## src/rtl/noise_tx_prbs_if.sv

```systemverilog
// Handshake and data bundle of the noise-tester transmit end.
// master drives start/stop/seed; slave is the PRBS transmitter.
interface noise_tx_prbs_if;
    logic        start;
    logic        stop;
    logic [6:0]  seed;
    logic        tx_bit;
    logic        ref_bit;
    logic        bit_strobe;
    logic        mid_strobe;
    logic        busy;
    logic        done;
    logic [15:0] bits_sent;

    modport master (
        output start, stop, seed,
        input  tx_bit, ref_bit, bit_strobe, mid_strobe, busy, done, bits_sent
    );

    modport slave (
        input  start, stop, seed,
        output tx_bit, ref_bit, bit_strobe, mid_strobe, busy, done, bits_sent
    );
endinterface

```

## src/rtl/noise_tx_prbs.sv

```systemverilog
// PRBS-7 (x^7+x^6+1) bit-stream transmitter with bit-start and mid-bit strobes.
// Optional NOISE_TX_INJECT_EN adds an inject input that inverts one transmitted bit.
module noise_tx_prbs #(
    parameter int unsigned BIT_CYCLES = 250,
    parameter int unsigned MID_OFFSET = 125,
    parameter int unsigned BURST_BITS = 1024
) (
    input  logic clk,
    input  logic rst_n,
`ifdef NOISE_TX_INJECT_EN
    input  logic inject,
`endif
    noise_tx_prbs_if.slave bus
);

    localparam logic [10:0] PhaseLast = 11'(BIT_CYCLES - 1);
    localparam logic [10:0] PhaseMid  = 11'(MID_OFFSET);

    typedef enum logic [1:0] {StIdle, StRun, StDone} state_e;

    state_e      state_q, state_d;
    logic [6:0]  lfsr_q, lfsr_d;
    logic [10:0] phase_q, phase_d;
    logic [15:0] sent_q, sent_d;
    logic        pend_q, pend_d;
    logic        inv_q, inv_d;
    logic        inject_in;
    logic        bit_end;
    logic [15:0] sent_inc;
    logic        run;

`ifdef NOISE_TX_INJECT_EN
    assign inject_in = inject;
`else
    assign inject_in = 1'b0;
`endif

    assign bit_end  = (phase_q == PhaseLast);
    assign sent_inc = (sent_q == 16'hFFFF) ? sent_q : sent_q + 16'd1;

    always_comb begin
        state_d = state_q;
        lfsr_d  = lfsr_q;
        phase_d = phase_q;
        sent_d  = sent_q;
        pend_d  = pend_q;
        inv_d   = inv_q;
        case (state_q)
            StIdle: begin
                if (bus.start && !bus.stop) begin
                    state_d = StRun;
                    lfsr_d  = (bus.seed == 7'h00) ? 7'h7F : bus.seed;
                    phase_d = '0;
                    sent_d  = '0;
                    pend_d  = 1'b0;
                    inv_d   = 1'b0;
                end
            end
            StRun: begin
                if (bus.stop) begin
                    state_d = StIdle;
                    phase_d = '0;
                    pend_d  = 1'b0;
                    inv_d   = 1'b0;
                end else begin
                    phase_d = bit_end ? 11'd0 : phase_q + 11'd1;
                    if (inject_in) begin
                        pend_d = 1'b1;
                    end
                    if (bit_end) begin
                        sent_d = sent_inc;
                        // A pulse on the last cycle of a bit still targets the next bit.
                        inv_d  = pend_q | inject_in;
                        pend_d = 1'b0;
                        if ((BURST_BITS != 0) && (32'(sent_inc) == BURST_BITS)) begin
                            state_d = StDone;
                            phase_d = '0;
                            inv_d   = 1'b0;
                        end else begin
                            lfsr_d = {lfsr_q[5:0], lfsr_q[6] ^ lfsr_q[5]};
                        end
                    end
                end
            end
            StDone: begin
                state_d = StIdle;
            end
            default: begin
                state_d = StIdle;
            end
        endcase
    end

    always_ff @(posedge clk) begin
        if (!rst_n) begin
            state_q <= StIdle;
            lfsr_q  <= 7'h7F;
            phase_q <= '0;
            sent_q  <= '0;
            pend_q  <= 1'b0;
            inv_q   <= 1'b0;
        end else begin
            state_q <= state_d;
            lfsr_q  <= lfsr_d;
            phase_q <= phase_d;
            sent_q  <= sent_d;
            pend_q  <= pend_d;
            inv_q   <= inv_d;
        end
    end

    // Outputs decode registered state only, so nothing follows the inputs combinationally.
    assign run            = (state_q == StRun);
    assign bus.busy       = run;
    assign bus.done       = (state_q == StDone);
    assign bus.ref_bit    = run & lfsr_q[6];
    assign bus.tx_bit     = run & (lfsr_q[6] ^ inv_q);
    assign bus.bit_strobe = run & (phase_q == 11'd0);
    assign bus.mid_strobe = run & (phase_q == PhaseMid);
    assign bus.bits_sent  = sent_q;

endmodule

```

## src/flat_wrapper.sv

```systemverilog
// flat-port wrapper written by rule: the top's interface ports become plain ports
module noise_tx_prbs_flat 
#(
    parameter int unsigned BIT_CYCLES = 250,
    parameter int unsigned MID_OFFSET = 125,
    parameter int unsigned BURST_BITS = 1024
)
  (clk, rst_n, bus_start, bus_stop, bus_seed, bus_tx_bit, bus_ref_bit, bus_bit_strobe, bus_mid_strobe, bus_busy, bus_done, bus_bits_sent);
  noise_tx_prbs_if bus_i ();
  input  logic clk;
  input  logic rst_n;
  input wire logic [$bits(bus_i.start)-1:0] bus_start;
  input wire logic [$bits(bus_i.stop)-1:0] bus_stop;
  input wire logic [$bits(bus_i.seed)-1:0] bus_seed;
  output wire logic [$bits(bus_i.tx_bit)-1:0] bus_tx_bit;
  output wire logic [$bits(bus_i.ref_bit)-1:0] bus_ref_bit;
  output wire logic [$bits(bus_i.bit_strobe)-1:0] bus_bit_strobe;
  output wire logic [$bits(bus_i.mid_strobe)-1:0] bus_mid_strobe;
  output wire logic [$bits(bus_i.busy)-1:0] bus_busy;
  output wire logic [$bits(bus_i.done)-1:0] bus_done;
  output wire logic [$bits(bus_i.bits_sent)-1:0] bus_bits_sent;
  assign bus_i.start = bus_start;
  assign bus_i.stop = bus_stop;
  assign bus_i.seed = bus_seed;
  assign bus_tx_bit = bus_i.tx_bit;
  assign bus_ref_bit = bus_i.ref_bit;
  assign bus_bit_strobe = bus_i.bit_strobe;
  assign bus_mid_strobe = bus_i.mid_strobe;
  assign bus_busy = bus_i.busy;
  assign bus_done = bus_i.done;
  assign bus_bits_sent = bus_i.bits_sent;
  noise_tx_prbs #(.BIT_CYCLES(BIT_CYCLES), .MID_OFFSET(MID_OFFSET), .BURST_BITS(BURST_BITS)) u_core (.clk(clk), .rst_n(rst_n), .bus(bus_i));
endmodule
```

## config.mk

```make
export PLATFORM = sky130hd
export DESIGN_NAME = noise_tx_prbs_flat
export DESIGN_NICKNAME = d
export VERILOG_FILES = /design/src/rtl/noise_tx_prbs_if.sv /design/src/rtl/noise_tx_prbs.sv /design/src/flat_wrapper.sv
export SDC_FILE = /design/constraint.sdc
export NUM_CORES = 1
export LEC_CHECK = 0
export BUFFER_PORTS_ARGS = -buffer_cell sky130_fd_sc_hd__clkbuf_2
export CAP_MARGIN = 20
export CORE_UTILIZATION = 40
export CTS_BUF_LIST = sky130_fd_sc_hd__clkbuf_8
export DETAILED_ROUTE_END_ITERATION = 8
export GPL_TIMING_DRIVEN = 0
export PLACE_DENSITY = 0.64
export SYNTH_ARGS = -nofsm -noshare
export SYNTH_HDL_FRONTEND = slang
export SYNTH_SLANG_ARGS = --single-unit
export TNS_END_PERCENT = 30
```

## constraint.sdc

```tcl
create_clock -name clk -period 3.3 [get_ports clk]
set_input_delay 0.33 -clock clk [delete_from_list [all_inputs] [get_ports clk]]
set_output_delay 0.33 -clock clk [all_outputs]
set_load 0.01 [all_outputs]
```

# Word-level counts from Yosys, hierarchy flattened
# Cells that the tools add are included.
[word_totals]
input_bits = 11
output_inout_bits = 22
wordCells = 67
reg_bits = 38
[op_classes]
n_eq_ne = 12
n_bitwise = 6
reduce_logical = 11
addsub = 2
mux = 30
[op_table]
columns = ["cell", "n"]
rows = [
  ["$mux W16", 4],
  ["$mux W11", 5],
  ["$mux W7", 5],
  ["$pmux W16 S2", 1],
  ["$pmux W11 S2", 1],
  ["$add A16 B1 Y16 const B", 1],
  ["$eq A16 B11 Y1 const B", 1],
  ["$eq A16 B16 Y1 const B", 1],
  ["$pmux W7 S2", 1],
  ["$add A11 B1 Y11 const B", 1],
  ["$eq A11 B7 Y1 const B", 1],
  ["$eq A11 B8 Y1 const B", 1],
  ["$logic_not A11 Y1", 1],
  ["$mux W2", 4],
  ["$logic_not A7 Y1", 1],
  ["$mux W1", 6],
  ["$reduce_and A3 Y1", 2],
  ["$reduce_and A5 Y1", 1],
  ["$and A1 B1 Y1", 4],
  ["$ne A2 B1 Y1 const B", 2],
  ["$ne A2 B2 Y1 const B", 2],
  ["$pmux W1 S2", 2],
  ["$pmux W2 S2", 1],
  ["$reduce_and A4 Y1", 1],
  ["other kinds (10)", 11],
]

# Logic depth before layout (Yosys ltp)
# Gate-level depths: netlist of run 1.
[depth]
depth_word = 7
depth_mapped = 10
ltp_nobuf = 9

# Worst setup path before layout of run 1
# Ideal clock, no wire load.
[synth_timing]
path_type = "register to register"
from = "reg u_core.sent_q[0] (netlist: u_core.bus.bits_sent[0])"
to = "reg u_core.lfsr_q[1]"
stages_incl_launch_ff = 10
path_buffers = 1
arrival_time_ps = 2442
synth_period_minus_slack_ps = 2585
slack_ps = 715
required_ps = 3157
path_cell_list = "dfxtp_1 -> ha_1 -> nand4_4 -> o41a_1 -> nor3_1 -> o32ai_1 -> nor4_2 -> or2_1 -> buf_6 -> o211ai_2"
[synth_between]
elab_chain_len = 5
word_cells_on_any_way = 6
classes_between = "1 x add/sub; 3 x eq/ne; 1 x mux; 1 x reduce/logical"
[synth_rtl]
columns = ["item", "line_no", "source"]
rows = [
  ["from (decl)", "noise_tx_prbs.sv:24", "logic [15:0] sent_q, sent_d;"],
  ["from (signal assigned)", "noise_tx_prbs.sv:106", "sent_q <= sent_d;"],
  ["$add A16 B1 Y16 / $eq A16 B16 Y1 (equally long branches)", "noise_tx_prbs.sv:39", "assign sent_inc = (sent_q == 16'hFFFF) ? sent_q : sent_q + 16'd1;"],
  ["$mux W16 *", "noise_tx_prbs.sv:39", ""],
  ["$eq A16 B11 Y1 *", "noise_tx_prbs.sv:75", "if ((BURST_BITS != 0) && (32'(sent_inc) == BURST_BITS)) begin"],
  ["$ne A2 B2 Y1 (no line) *", "n/a", ""],
  ["$reduce_and A5 Y1 (no line) *", "n/a", ""],
  ["to (signal assigned)", "noise_tx_prbs.sv:104", "lfsr_q <= lfsr_d;"],
  ["to (decl)", "noise_tx_prbs.sv:22", "logic [6:0] lfsr_q, lfsr_d;"],
]
# Mark *: on every way between the ends. The rest lies on a longest branch, timed or not.
# A chain may end at the register's enable or synchronous reset.

# Worst setup path in the final report of run 1
[layout_timing]
from = "reg u_core.sent_q[0] (netlist: u_core.bus.bits_sent[0])"
to = "reg u_core.lfsr_q[6]"
# The elaborated chain is that of the path after synthesis.

==> results.txt, run 1 <==
The clock-pin slew on the worst setup and hold paths is 0.08 ns. The number of buffers added for setup after CTS is 0. The synthesized area per cell came out at 8.060 µm². After legalization and detailed placement, the total HPWL measured 4286 µm.

The critical path data required time came out at 3.45 ns. Routability-driven placement finished with a final weighted congestion of 0.8788. The initial DRC count is 175. The die covers 0.006050 mm². The register area share after synthesis is 31.37%. The worst register-to-register path begins at u_core.bus.bits_sent[0]. The depth of the CTS H-tree was 2; the count of buffers from port buffering was 32. STA classifies the critical path startpoint as a flip-flop.

The run gives 2271 as the overall via count from detail_route. After layout, the worst path uses 93.97% of the clock period. Summing all multi-input logic gate instances after layout gives 0.001461 mm².

The kind of end point of the critical path was a flip-flop. The signal arrival time at the worst endpoint is 3.26 ns, and the number of synthesized register bits is 36. The most frequent standard cell in the layout excluding fill and tap cells is sky130_fd_sc_hd__nor2_1. Setup repair after global routing left no endpoint under its margin.

The first global-routing pass estimated 9936 µm of wire. Across the routed clock network, the largest skew measured is 0.007875 ns. The tools report the number of global-route vias before repair as 2075. Start point of the critical path: u_core.bus.bits_sent[0].

The latest clock arrival within the worst-skew pair is 0.30 ns, and the maximum root-to-sink buffer count is 2. The run gives 389 as the cell total after placement. The clock drives 36 sinks. The number of stages on the worst hold path was 2; the length of the first detailed-routing pass in iterations was 4. The number of flops mapped to enable cells by yosys is 0. In this run the clock root is driven by a sky130_fd_sc_hd__clkbuf_8.

Global routing used 20.84% of the available tracks. The most frequently used flop master after synthesis was sky130_fd_sc_hd__dfxtp_1. TritonCTS built the clock tree. The number of antenna violations at the first check in global routing is 0, and the height of the chip is 77.78 µm. The fraction of final layout cells sized beyond drive strength 1 is 21.47%.

Summing every instance area after synthesis gives 0.002297 mm². The floorplan has 27 rows. The run gives 340 as the count of nets after finishing.

Power spread over the standard cell area amounts to 345.8 mW/mm². For this design the top-level I/O count stands at 33. In the layout the commonest cells are 37 x sky130_fd_sc_hd__nor2_1, 36 x sky130_fd_sc_hd__dfxtp_1, 33 x sky130_fd_sc_hd__clkbuf_2.

For the total nets after synthesis, the log shows 300. The number of antenna diodes in the final layout is 0. The number of nets still failing antenna checks after routing was 0. Static timing analysis puts the maximum clock frequency at 322.5 MHz. The post-synthesis cell type with the largest combined area was sky130_fd_sc_hd__dfxtp_1.

The number of maximum-capacitance violations came out at 0. The final count of hold timing violations is 0, and the mean number of vias per cell is 5.706. VDD sags by at most 0.2099 mV. The run gives 5 as the number of clock buffers inserted by TritonCTS. The number of setup violations in the final report is 0, and the DRC violation count after routing is 0.

After technology mapping, the gate count stands at 285. The path type of the worst setup path was flip-flop to flip-flop. The sequential cells in the finished layout cover a total of 720.7 µm². In this run the worst setup path terminates at u_core.lfsr_q[6]. For the post-place setup slack, the log shows 0.2702 ns. In this run the register-to-register setup slack is 0.20 ns. The core region area is 0.005507 mm². Count of cells resized by post-cts repair: 0. Of the post-synthesis cell area, the dominant cell type holds 31.37%. In this run, post-CTS hold repair placed 0 buffers. After synthesis, the share of flip-flops with an asynchronous set or reset is 0%. Ranked by total cell area, the synthesized netlist is headed by sky130_fd_sc_hd__dfxtp_1 31%, sky130_fd_sc_hd__nor2_1 6.0%, sky130_fd_sc_hd__a21oi_1 3.5%, sky130_fd_sc_hd__nand2_1 3.4%, sky130_fd_sc_hd__o211ai_2 3.3%. Counting the fill cells in the layout gives 551. The endpoint identified for the worst register-to-register timing path is u_core.lfsr_q[6]. Summed over all layers, the global routing overflow is 0.

The logs give 0 for the max-slew violation total from the final report and 0.1988 ns for the final setup slack of the worst path. In this run the static leakage power is 1.035 nW. The min-delay analysis places its worst path in the category primary input to flip-flop. The flow ran to the end, and the final reports show no timing, DRC or antenna violations. Measured along the x axis, the die boundary spans 77.78 µm. The hold path startpoint is bus_stop. During synthesis, Yosys emitted a total of 0 warnings. Counting distinct cell types in the post-synthesis netlist gives 60.

The final layout contains routed wiring with a total length of 5963 µm. The number of non-filler instances in the completed layout is 398, and the initial standard-cell utilization of the core is 41.72%. The final sum of negative setup slack was 0 ns; the routed length per placed instance was 14.98 µm.

Area overhead of the layout relative to synthesis: 15.96%. The time the final worst path needs with I/O delays and setup came out at 3.101 ns. The worst pin sits at a relative slew slack of 55.35%. The number of cells on the worst reg-to-reg path works out to 9.

At the pin with the least slew margin, the transition time is 0.6647 ns. Entering global routing, the biggest net connects 13 pins. Along the worst path, the maximum fanout reaches 10.
state kept, by name (all words and copies together), names as in the netlist:
register              count
u_core.bus.bits_sent     16
u_core.phase_q           11
u_core.lfsr_q             7
u_core.state_q            2
layout make-up:
cell class / instances / area share, %
multi-input cells: 224 / 54.86
flip-flops and latches: 36 / 27.05
repair buffers: 33 / 6.200
well taps: 72 / 3.382
plain buffers: 17 / 3.194
clock buffers: 5 / 2.583
clock inverters: 3 / 1.597
inverters: 8 / 1.127
metrics by stage:
step	util, %	total power (W)	hold slack (ns)	instance area [µm²]
finish	48.38	0.0009211	0.2987	2664
global route	48.38	0.0009579	0.3100	2664
CTS	48.28	0.0009309	0.2922	2659
detailed placement	46.26	0.0005374	0.4805	2547
global placement	46.26	0.0005363	0.4732	2547
floorplan	-	0.0005103	0.4075	2297
metal layers:
metal	track usage [%]	share of wire [%]	vias to the layer above
li1	-	-	1151
met1	26.44	46	1050
met2	33.98	47	62
met3	5.176	5.7	8
met4	7.547	1.6	0
met5	0	0	-
synth_stat cells, types with 3 or more instances:
cell type / number
sky130_fd_sc_hd__and2_1: 4
sky130_fd_sc_hd__o22ai_1: 7
sky130_fd_sc_hd__nand3_1: 13
sky130_fd_sc_hd__o211ai_2: 6
sky130_fd_sc_hd__nor4_1: 6
sky130_fd_sc_hd__nand4_1: 6
sky130_fd_sc_hd__nand3b_1: 4
sky130_fd_sc_hd__xnor2_1: 3
sky130_fd_sc_hd__clkbuf_1: 9
sky130_fd_sc_hd__inv_1: 8
sky130_fd_sc_hd__and3_1: 5
sky130_fd_sc_hd__buf_2: 5
sky130_fd_sc_hd__xor2_1: 6
sky130_fd_sc_hd__nand2_1: 21
sky130_fd_sc_hd__a31oi_1: 4
sky130_fd_sc_hd__nor2_1: 37
sky130_fd_sc_hd__a21oi_1: 16
sky130_fd_sc_hd__o21ai_1: 6
sky130_fd_sc_hd__o21ai_0: 14
sky130_fd_sc_hd__dfxtp_1: 36
sky130_fd_sc_hd__or4_1: 3
sky130_fd_sc_hd__ha_1: 4
sky130_fd_sc_hd__nor3_1: 9
sky130_fd_sc_hd__a311oi_1: 6
power breakdown:
group          internal [W]  switching [W]  leakage, nW  total [W]
registers          0.000442     0.00000603        0.292   0.000448
logic             0.0000299      0.0000501        0.689  0.0000800
clock network      0.000224       0.000170       0.0541   0.000393
total              0.000695       0.000226         1.03   0.000921
worst max-delay path: stages, from the launching register on:
cell and delay (ns):
sky130_fd_sc_hd__dfxtp_1 0.47, sky130_fd_sc_hd__ha_1 0.35, sky130_fd_sc_hd__nand4_4 0.24, sky130_fd_sc_hd__o41a_1 0.53
sky130_fd_sc_hd__nor3_1 0.17, sky130_fd_sc_hd__o32ai_1 0.18, sky130_fd_sc_hd__nor4_2 0.58, sky130_fd_sc_hd__or2_1 0.20
sky130_fd_sc_hd__buf_6 0.15, sky130_fd_sc_hd__o211ai_2 0.09
worst min-delay path by stage:
| stage | slack [ns] | end |
|---|---|---|
| 3_5_place_dp | 0.48 | u_core.lfsr_q[0] |
| 3_3_place_gp | 0.47 | u_core.lfsr_q[0] |
| 4_1_cts | 0.29 | u_core.state_q[1] |
| 5_1_grt | 0.31 | u_core.state_q[1] |
| 2_1_floorplan | 0.41 | u_core.state_q[1] |
| 6_report | 0.30 | u_core.state_q[1] |
cell families (layout without fill, tap and decap cells):
family / Yosys count / in the layout / share of synthesized area (%)
compound gates: 77 / 77 / 23.58
xor+xnor: 9 / 9 / 3.432
fa+ha+maj: 4 / 4 / 2.179
simple gates: 133 / 133 / 33.99
buf+inv: 25 / 66 / 5.010
flops: 36 / 36 / 31.37
mux: 1 / 1 / 0.4357
No activity file was read; power rests on OpenSTA's default activity.
==> run 2, diff against run 1 <==
--- a/config.mk
+++ b/config.mk
@@ -7,11 +7,13 @@
 export LEC_CHECK = 0
 export BUFFER_PORTS_ARGS = -buffer_cell sky130_fd_sc_hd__clkbuf_2
 export CAP_MARGIN = 20
-export CORE_UTILIZATION = 40
+export CELL_PAD_IN_SITES_DETAIL_PLACEMENT = 2
+export CELL_PAD_IN_SITES_GLOBAL_PLACEMENT = 2
+export CORE_UTILIZATION = 35
 export CTS_BUF_LIST = sky130_fd_sc_hd__clkbuf_8
 export DETAILED_ROUTE_END_ITERATION = 8
 export GPL_TIMING_DRIVEN = 0
-export PLACE_DENSITY = 0.64
+export PLACE_DENSITY = 0.87
 export SYNTH_ARGS = -nofsm -noshare
 export SYNTH_HDL_FRONTEND = slang
 export SYNTH_SLANG_ARGS = --single-unit
==> run 2 against run 1 <==
Clock-buffer cell count is 1 higher. Highest routed layer unchanged. Via count is 7.9% higher. Hold slack better by 0.018 ns. Register-to-register slack hardly changed. Critical path type unchanged.
==> results.txt, run 2 (synthesis results as in run 1) <==
The classification of the worst-slack hold path was primary input to flip-flop. The critical path goes through ha_1 > or4b_4 > nor4_2 > nand3_2 > and2_4 > clkbuf_1 > nor4_1 > a31oi_2. TritonCTS built the clock tree. Signal arrival time at the worst endpoint: 3.25 ns. Max-slew violation total from the final report: 0.

For this design the top-level I/O count stands at 33. The tools report the count of fill cells added during filler insertion as 774. Clock tree synthesis found a total of 36 sinks.

Measured in cells, the most critical reg-to-reg path has a length of 8. Summing internal, switching and leakage power gives 0.0008668 W. The fraction of final layout cells sized beyond drive strength 1 was 20.86%. The mean number of vias per cell is 6.082. The run gives 7691 µm as the total routed wirelength. The number of nets still failing antenna checks after routing is 0. Setup repair after global routing left no endpoint under its margin. The top cell types in the final layout, fill and taps aside, are 37 x sky130_fd_sc_hd__nor2_1, 36 x sky130_fd_sc_hd__dfxtp_1, 33 x sky130_fd_sc_hd__clkbuf_2.

From synthesis to final layout, the design area changed by 15.69%. Power per cell area: 326.2 mW/mm². End of the critical path: u_core.lfsr_q[0].

The number of antenna diodes in the final layout is 0. Among all stages on the critical path, the largest delay is contributed by sky130_fd_sc_hd__nor4_1. In this run the worst setup path begins at u_core.phase_q[0]. Buffers added to address setup during post-CTS repair amount to 0. The worst-margin pin slew came out at 0.7790 ns. The tools report the clock tree root driver cell as sky130_fd_sc_hd__clkbuf_8.

The tools report the final weighted congestion in routability-driven placement as 0.8245. For the slack of the worst reg-to-reg path, the log shows 0.21 ns. The path type of the worst setup path was flip-flop to flip-flop. The region available for standard cell placement spans 0.006350 mm². The remaining global-route overflow came out at 0.

The die covers 0.006891 mm². The logs give 0 for the final count of hold timing violations and 2538 for the number of global-route vias before repair. The run gives 0 as the number of antenna violations at the first check in global routing. The number of hold buffers added after CTS was 0. The number of clock buffers inserted by TritonCTS is 5, and the area taken by flip-flops and latches is 720.7 µm². For the depth of the CTS H-tree, the log shows 2.

The initial DRC count was 95; the count of standard-cell rows was 29. STA classifies the critical path startpoint as a flip-flop. The number of maximum-capacitance violations was 0; the die width was 83.02 µm. During placement, the flow inserted port buffers numbering 32. The setup skew after layout came out at 0.007634 ns. The wire-length estimate of the detail-placed layout is 5612 µm. For this run, design rule violations remaining after detail routing come to 0. Leaving out fill and tap cells, the most frequent cell in the layout is sky130_fd_sc_hd__nor2_1.

The largest fanout of any net on the critical path works out to 10. In the post-route analysis, the smallest setup slack over all paths is 0.2079 ns. For the worst-skew pair, the clock arrives at the later sink with an insertion delay of 0.30 ns. In the finished design, the share of the clock period the worst path needs comes to 93.70%. The count of cells resized by post-cts repair came out at 0.

In the final timing run, aggregate negative setup slack is 0 ns. STA puts the critical path data required time at 3.46 ns. At the placement stage, the worst setup path has a slack of 0.1307 ns. The run finished with clean final reports. After detailed routing, the average wire length per cell comes to 19.08 µm. The finished cells cover 0.002658 mm². The area used by multi-input combinational logic was 0.001470 mm²; the clock-pin slew on the worst setup and hold paths was 0.08 ns. In this run the vertical extent of the chip is 83.02 µm.

The longest clock path from root to sink contains 2 buffers. In this design, the stage delay of the slowest critical-path cell is 0.53 ns. The count of nets after finishing was 340. The startpoint identified for the worst register-to-register timing path is u_core.phase_q[0]. The tools report the length of the first detailed-routing pass in iterations as 4.

The maximum achievable frequency was 323.4 MHz. The tools report the maximum number of pins on one net before global-route repair as 11. The max-slew headroom at the worst pin was 47.88%. Once placement finished, the instance area stood at 0.002554 mm². Setup violations remaining at the end of the flow were counted as 0. The first global-routing pass estimated 12620 µm of wire. Across all layers, the routed design uses 2451 vias.

Global routing used 22.58% of the available tracks across all layers. The analysis attributes to cell leakage a power of 1.034 nW. The initial utilization of the core area, before any placement, comes to 36.18%.

The endpoint identified for the worst register-to-register timing path is u_core.lfsr_q[0]. The worst setup path is captured at a flip-flop. For the largest vdd supply drop, the log shows 0.1723 mV. The register with the most flip-flops in the layout has 16 of them. The worst path in the final design needs a cycle of 3.092 ns, including I/O delays and setup. Hold is met by 0.3167 ns.
==> run 2: changes by cell type in the layout (fill, tap and decap cells not counted) <==
cell / delta
sky130_fd_sc_hd__bufinv_16: -1
sky130_fd_sc_hd__clkbuf_8: +1
sky130_fd_sc_hd__clkinv_2: -1
sky130_fd_sc_hd__clkinvlp_4: -1
sky130_fd_sc_hd__inv_1: +2
sky130_fd_sc_hd__nor4_2: -1
sky130_fd_sc_hd__nor4_4: +1
==> run 2: per-stage QoR <==
stage          utilization, %  cells
2_1_floorplan               -    285
3_3_place_gp            40.22    394
3_5_place_dp            40.22    394
4_1_cts                 41.64    402
5_1_grt                 41.85    403
6_report                41.85    403
==> run 2: worst min path at each step <==
stage | startpoint | end | slack, ns | cells after the start
after floorplan | bus_stop | u_core.state_q[1] | 0.41 | 1
after global placement | u_core.lfsr_q[0] | u_core.lfsr_q[0] | 0.47 | 2
after detailed placement | u_core.lfsr_q[0] | u_core.lfsr_q[0] | 0.49 | 2
after CTS | bus_stop | u_core.state_q[1] | 0.31 | 2
after global routing | bus_stop | u_core.state_q[1] | 0.32 | 2
final | bus_stop | u_core.state_q[1] | 0.32 | 2
==> run 2: area by class of cell <==
class                   instances  area share [%]
flip-flops and latches         36           27.12
multi-input cells             224           55.32
well taps                      77           3.625
plain buffers                  17           3.202
clock inverters                 2          0.2825
inverters                       8           1.130
repair buffers                 33           6.215
clock buffers                   6           3.107
==> run 2: where the power goes <==
group,total (W),switching [W],internal [W]
combinational,0.0000863,0.0000563,0.0000300
sequential,0.000448,0.00000649,0.000442
clock,0.000332,0.000168,0.000164
total,0.000867,0.000231,0.000636
==> run 2: critical path: cells and delay by family (launching register included) <==
family	cells	cell delay, ns
simple gates	5	1.98
flops	1	0.45
fa+ha+maj	1	0.18
compound gates	1	0.07
buf+inv	1	0.26
==> run 2: layer usage <==
layer	part of all wire (%)	vias up	wire (µm)	GRT usage, %
met5	0	-	0	0
met4	2.0	0	150	7.837
met3	3.3	15	250	3.777
met2	51	43	3901	39.27
met1	44	1245	3387	28.08
li1	-	1148	-	-
==> run 3, diff against run 2 <==
--- a/config.mk
+++ b/config.mk
@@ -9,10 +9,11 @@
 export CAP_MARGIN = 20
 export CELL_PAD_IN_SITES_DETAIL_PLACEMENT = 2
 export CELL_PAD_IN_SITES_GLOBAL_PLACEMENT = 2
+export CORE_ASPECT_RATIO = 1.25
 export CORE_UTILIZATION = 35
 export CTS_BUF_LIST = sky130_fd_sc_hd__clkbuf_8
 export DETAILED_ROUTE_END_ITERATION = 8
-export GPL_TIMING_DRIVEN = 0
+export GPL_TIMING_DRIVEN = 1
 export PLACE_DENSITY = 0.87
 export SYNTH_ARGS = -nofsm -noshare
 export SYNTH_HDL_FRONTEND = slang
==> run 3 against run 2 <==
First-iteration DRC count increased by 9.5%. Sequential cell count unchanged. Critical path type unchanged. Critical path depth up 1. Via count shrank 2.6%. Non-clock buffer count down 11. Largest cell class unchanged.
==> results.txt, run 3 (synthesis results as in run 1) <==
Max-slew headroom at the worst pin: 49.96%. The analysis attributes to cell leakage a power of 1.010 nW. The run gives 329 as the count of nets after finishing. For the post-place instance area, the log shows 0.002531 mm². Once the clock tree was built, the setup fixing pass inserted 0 buffers. The logs give 104 for the initial DRC count and 0 for the number of setup violations in the final report. Across the run, the number of max-cap violations was 0. The top cell types in the final layout, fill and taps aside, are 37 x sky130_fd_sc_hd__nor2_1, 36 x sky130_fd_sc_hd__dfxtp_1, 32 x sky130_fd_sc_hd__clkbuf_2. The signal arrival time at the worst endpoint came out at 3.12 ns.

The worst setup path is captured at a flip-flop. The critical path data required time came out at 3.47 ns. IR analysis of the VDD net gives a maximum drop of 0.1536 mV. The tree built by TritonCTS fans out to 36 sinks.

Final cell utilization of the core: 41.97%. Static timing analysis puts the maximum clock frequency at 338.3 MHz. The die is 74.46 µm wide.

The number of global-route vias before repair came out at 2629. CTS placed an instance of sky130_fd_sc_hd__clkbuf_8 at the clock tree root. The largest fanout of any net on the critical path works out to 10. Across every metal layer, demand over resource in global routing totals 25.70%. Walking the worst path, the cells encountered are ha_1 > nand4_4 > or4_4 > and3_1 > o2111ai_2 > nor4_2 > buf_4 > nor4_1 > a31oi_2. The path class of the tightest hold or removal check is primary input to flip-flop. The tools report the global-route met3 utilization as 4.244%. For the pin with the worst max-slew slack, the measured transition is 0.7478 ns.

Counting the fill cells in the layout gives 743. The launching element type of the critical path is a flip-flop. Pin placement for this block handled 33 I/O pins. The flow ran to the end, and the final reports show no timing, DRC or antenna violations. In this run, post-CTS hold repair placed 0 buffers.

The die covers 0.006894 mm². The register with the most flip-flops in the layout has 16 of them. The number of nets still failing antenna checks after routing is 0, and the first-pass GRT wire length is 13540 µm.

The congestion estimate from routability-driven global placement came to 0.8406. Summing all non-filler instances in the final layout gives an area of 0.002621 mm². Total routed wirelength: 8179 µm. The run gives 0 as the antenna diode instance count.

CTS built an H-tree with a depth of 2. The length of the first detailed-routing pass in iterations is 4. Max-slew violation total from the final report: 0. The clock passes through at most 2 buffers. TritonCTS built the clock tree. The clock-pin slew on the worst setup and hold paths was 0.08 ns; the time the final worst path needs with I/O delays and setup was 2.956 ns. From bottom edge to top edge, the die measures 92.58 µm. The met2 usage was 44.44%; the count of standard-cell rows was 32. The highest cell delay on the worst timing path came out at 0.63 ns. In this run the tool buffered the top-level ports with 32 buffer cells. The total buffers and inverters traversed by the critical path was 1.

Broken down by cell family, the worst path's largest delay share belongs to simple AND/OR/NAND/NOR gates. On the critical path, the stage with the largest delay is an instance of sky130_fd_sc_hd__or4_4. The area overhead of the layout relative to synthesis is 14.11%.

The HPWL after detailed placement is 6016 µm. The design draws 0.0008690 W. By startpoint and endpoint, the worst setup path is classified as flip-flop to flip-flop. The core region area is 0.006246 mm². Overall via count from detail_route: 2387. The count of cells resized by post-cts repair is 0, and the routed length per placed instance is 20.45 µm.

Initial standard-cell utilization of the core: 36.78%. The clock reaches the later pin of the worst-skew pair after 0.30 ns. Final hold analysis gives a worst-case slack of 0.3329 ns. The number of clock buffers added by TritonCTS is 5. Cells with a size suffix above 1 make up 20.95% of the layout. Entering global routing, the biggest net connects 17 pins. Setup repair after global routing left no endpoint under its margin.

The power per cell area came out at 331.5 mW/mm². In this run the most used layer during global routing was met2. The mean number of vias per cell is 5.968. For met1 alone, demand over resource in global routing was 30.69%.

For this run, design rule violations remaining after detail routing come to 0. The final count of hold timing violations came out at 0. Of the available clock period, the critical path in the final layout requires 89.57%. The most frequent standard cell in the layout excluding fill and tap cells was sky130_fd_sc_hd__nor2_1. The setup skew after layout was 0.006622 ns; the number of antenna violations at the first check in global routing was 0. The final sum of negative setup slack came out at 0 ns. For this run the aggregate overflow at the end of global routing stands at 0.
run 3: power breakdown:
group	switching, W	internal [W]	total, W
Clock	0.000174	0.000165	0.000339
Sequential	0.00000694	0.000442	0.000449
Combinational	0.0000539	0.0000278	0.0000816
Total	0.000235	0.000634	0.000869
run 3: layer usage:
metal	vias up	part of all wire (%)
met3	21	2.8
met5	-	0
li1	1123	-
met2	54	51
met4	0	2.8
met1	1189	43
run 3: worst paths after layout:
check                                from  depth (start not counted)                end  slack, ns
setup / recovery  u_core.bus.bits_sent[0]                          9   u_core.lfsr_q[0]       0.34
hold / removal                   bus_stop                          2  u_core.state_q[1]       0.33
setup reg to reg  u_core.bus.bits_sent[0]                          9   u_core.lfsr_q[0]       0.34
hold reg to reg          u_core.lfsr_q[0]                          2   u_core.lfsr_q[0]       0.52
run 3: per-stage QoR:
step	setup slack, ns	std cells
floorplan	0.7150	285
global placement	0.5808	392
detailed placement	0.4693	392
CTS	0.3693	400
global route	0.1622	400
finish	0.3442	400
run 3: worst reg2reg max path, delay by kind of cell (launching register included):
family                   cells  cell delay [ns]
AO/OA/AOI/OAI                2             0.32
adder cells (fa/ha/maj)      1             0.33
buffers and inverters        1             0.19
flip-flops                   1             0.47
AND/OR/NAND/NOR              5             1.53
run 3: final cells by class:
class / count / area [µm²] / share of cell area, %
inverters: 8 / 30.03 / 1.146
repair buffers: 39 / 212.7 / 8.115
clock inverters: 2 / 7.507 / 0.2864
clock buffers: 6 / 82.58 / 3.150
flip-flops and latches: 36 / 720.7 / 27.49
well taps: 85 / 106.4 / 4.057
multi-input cells: 224 / 1461 / 55.75
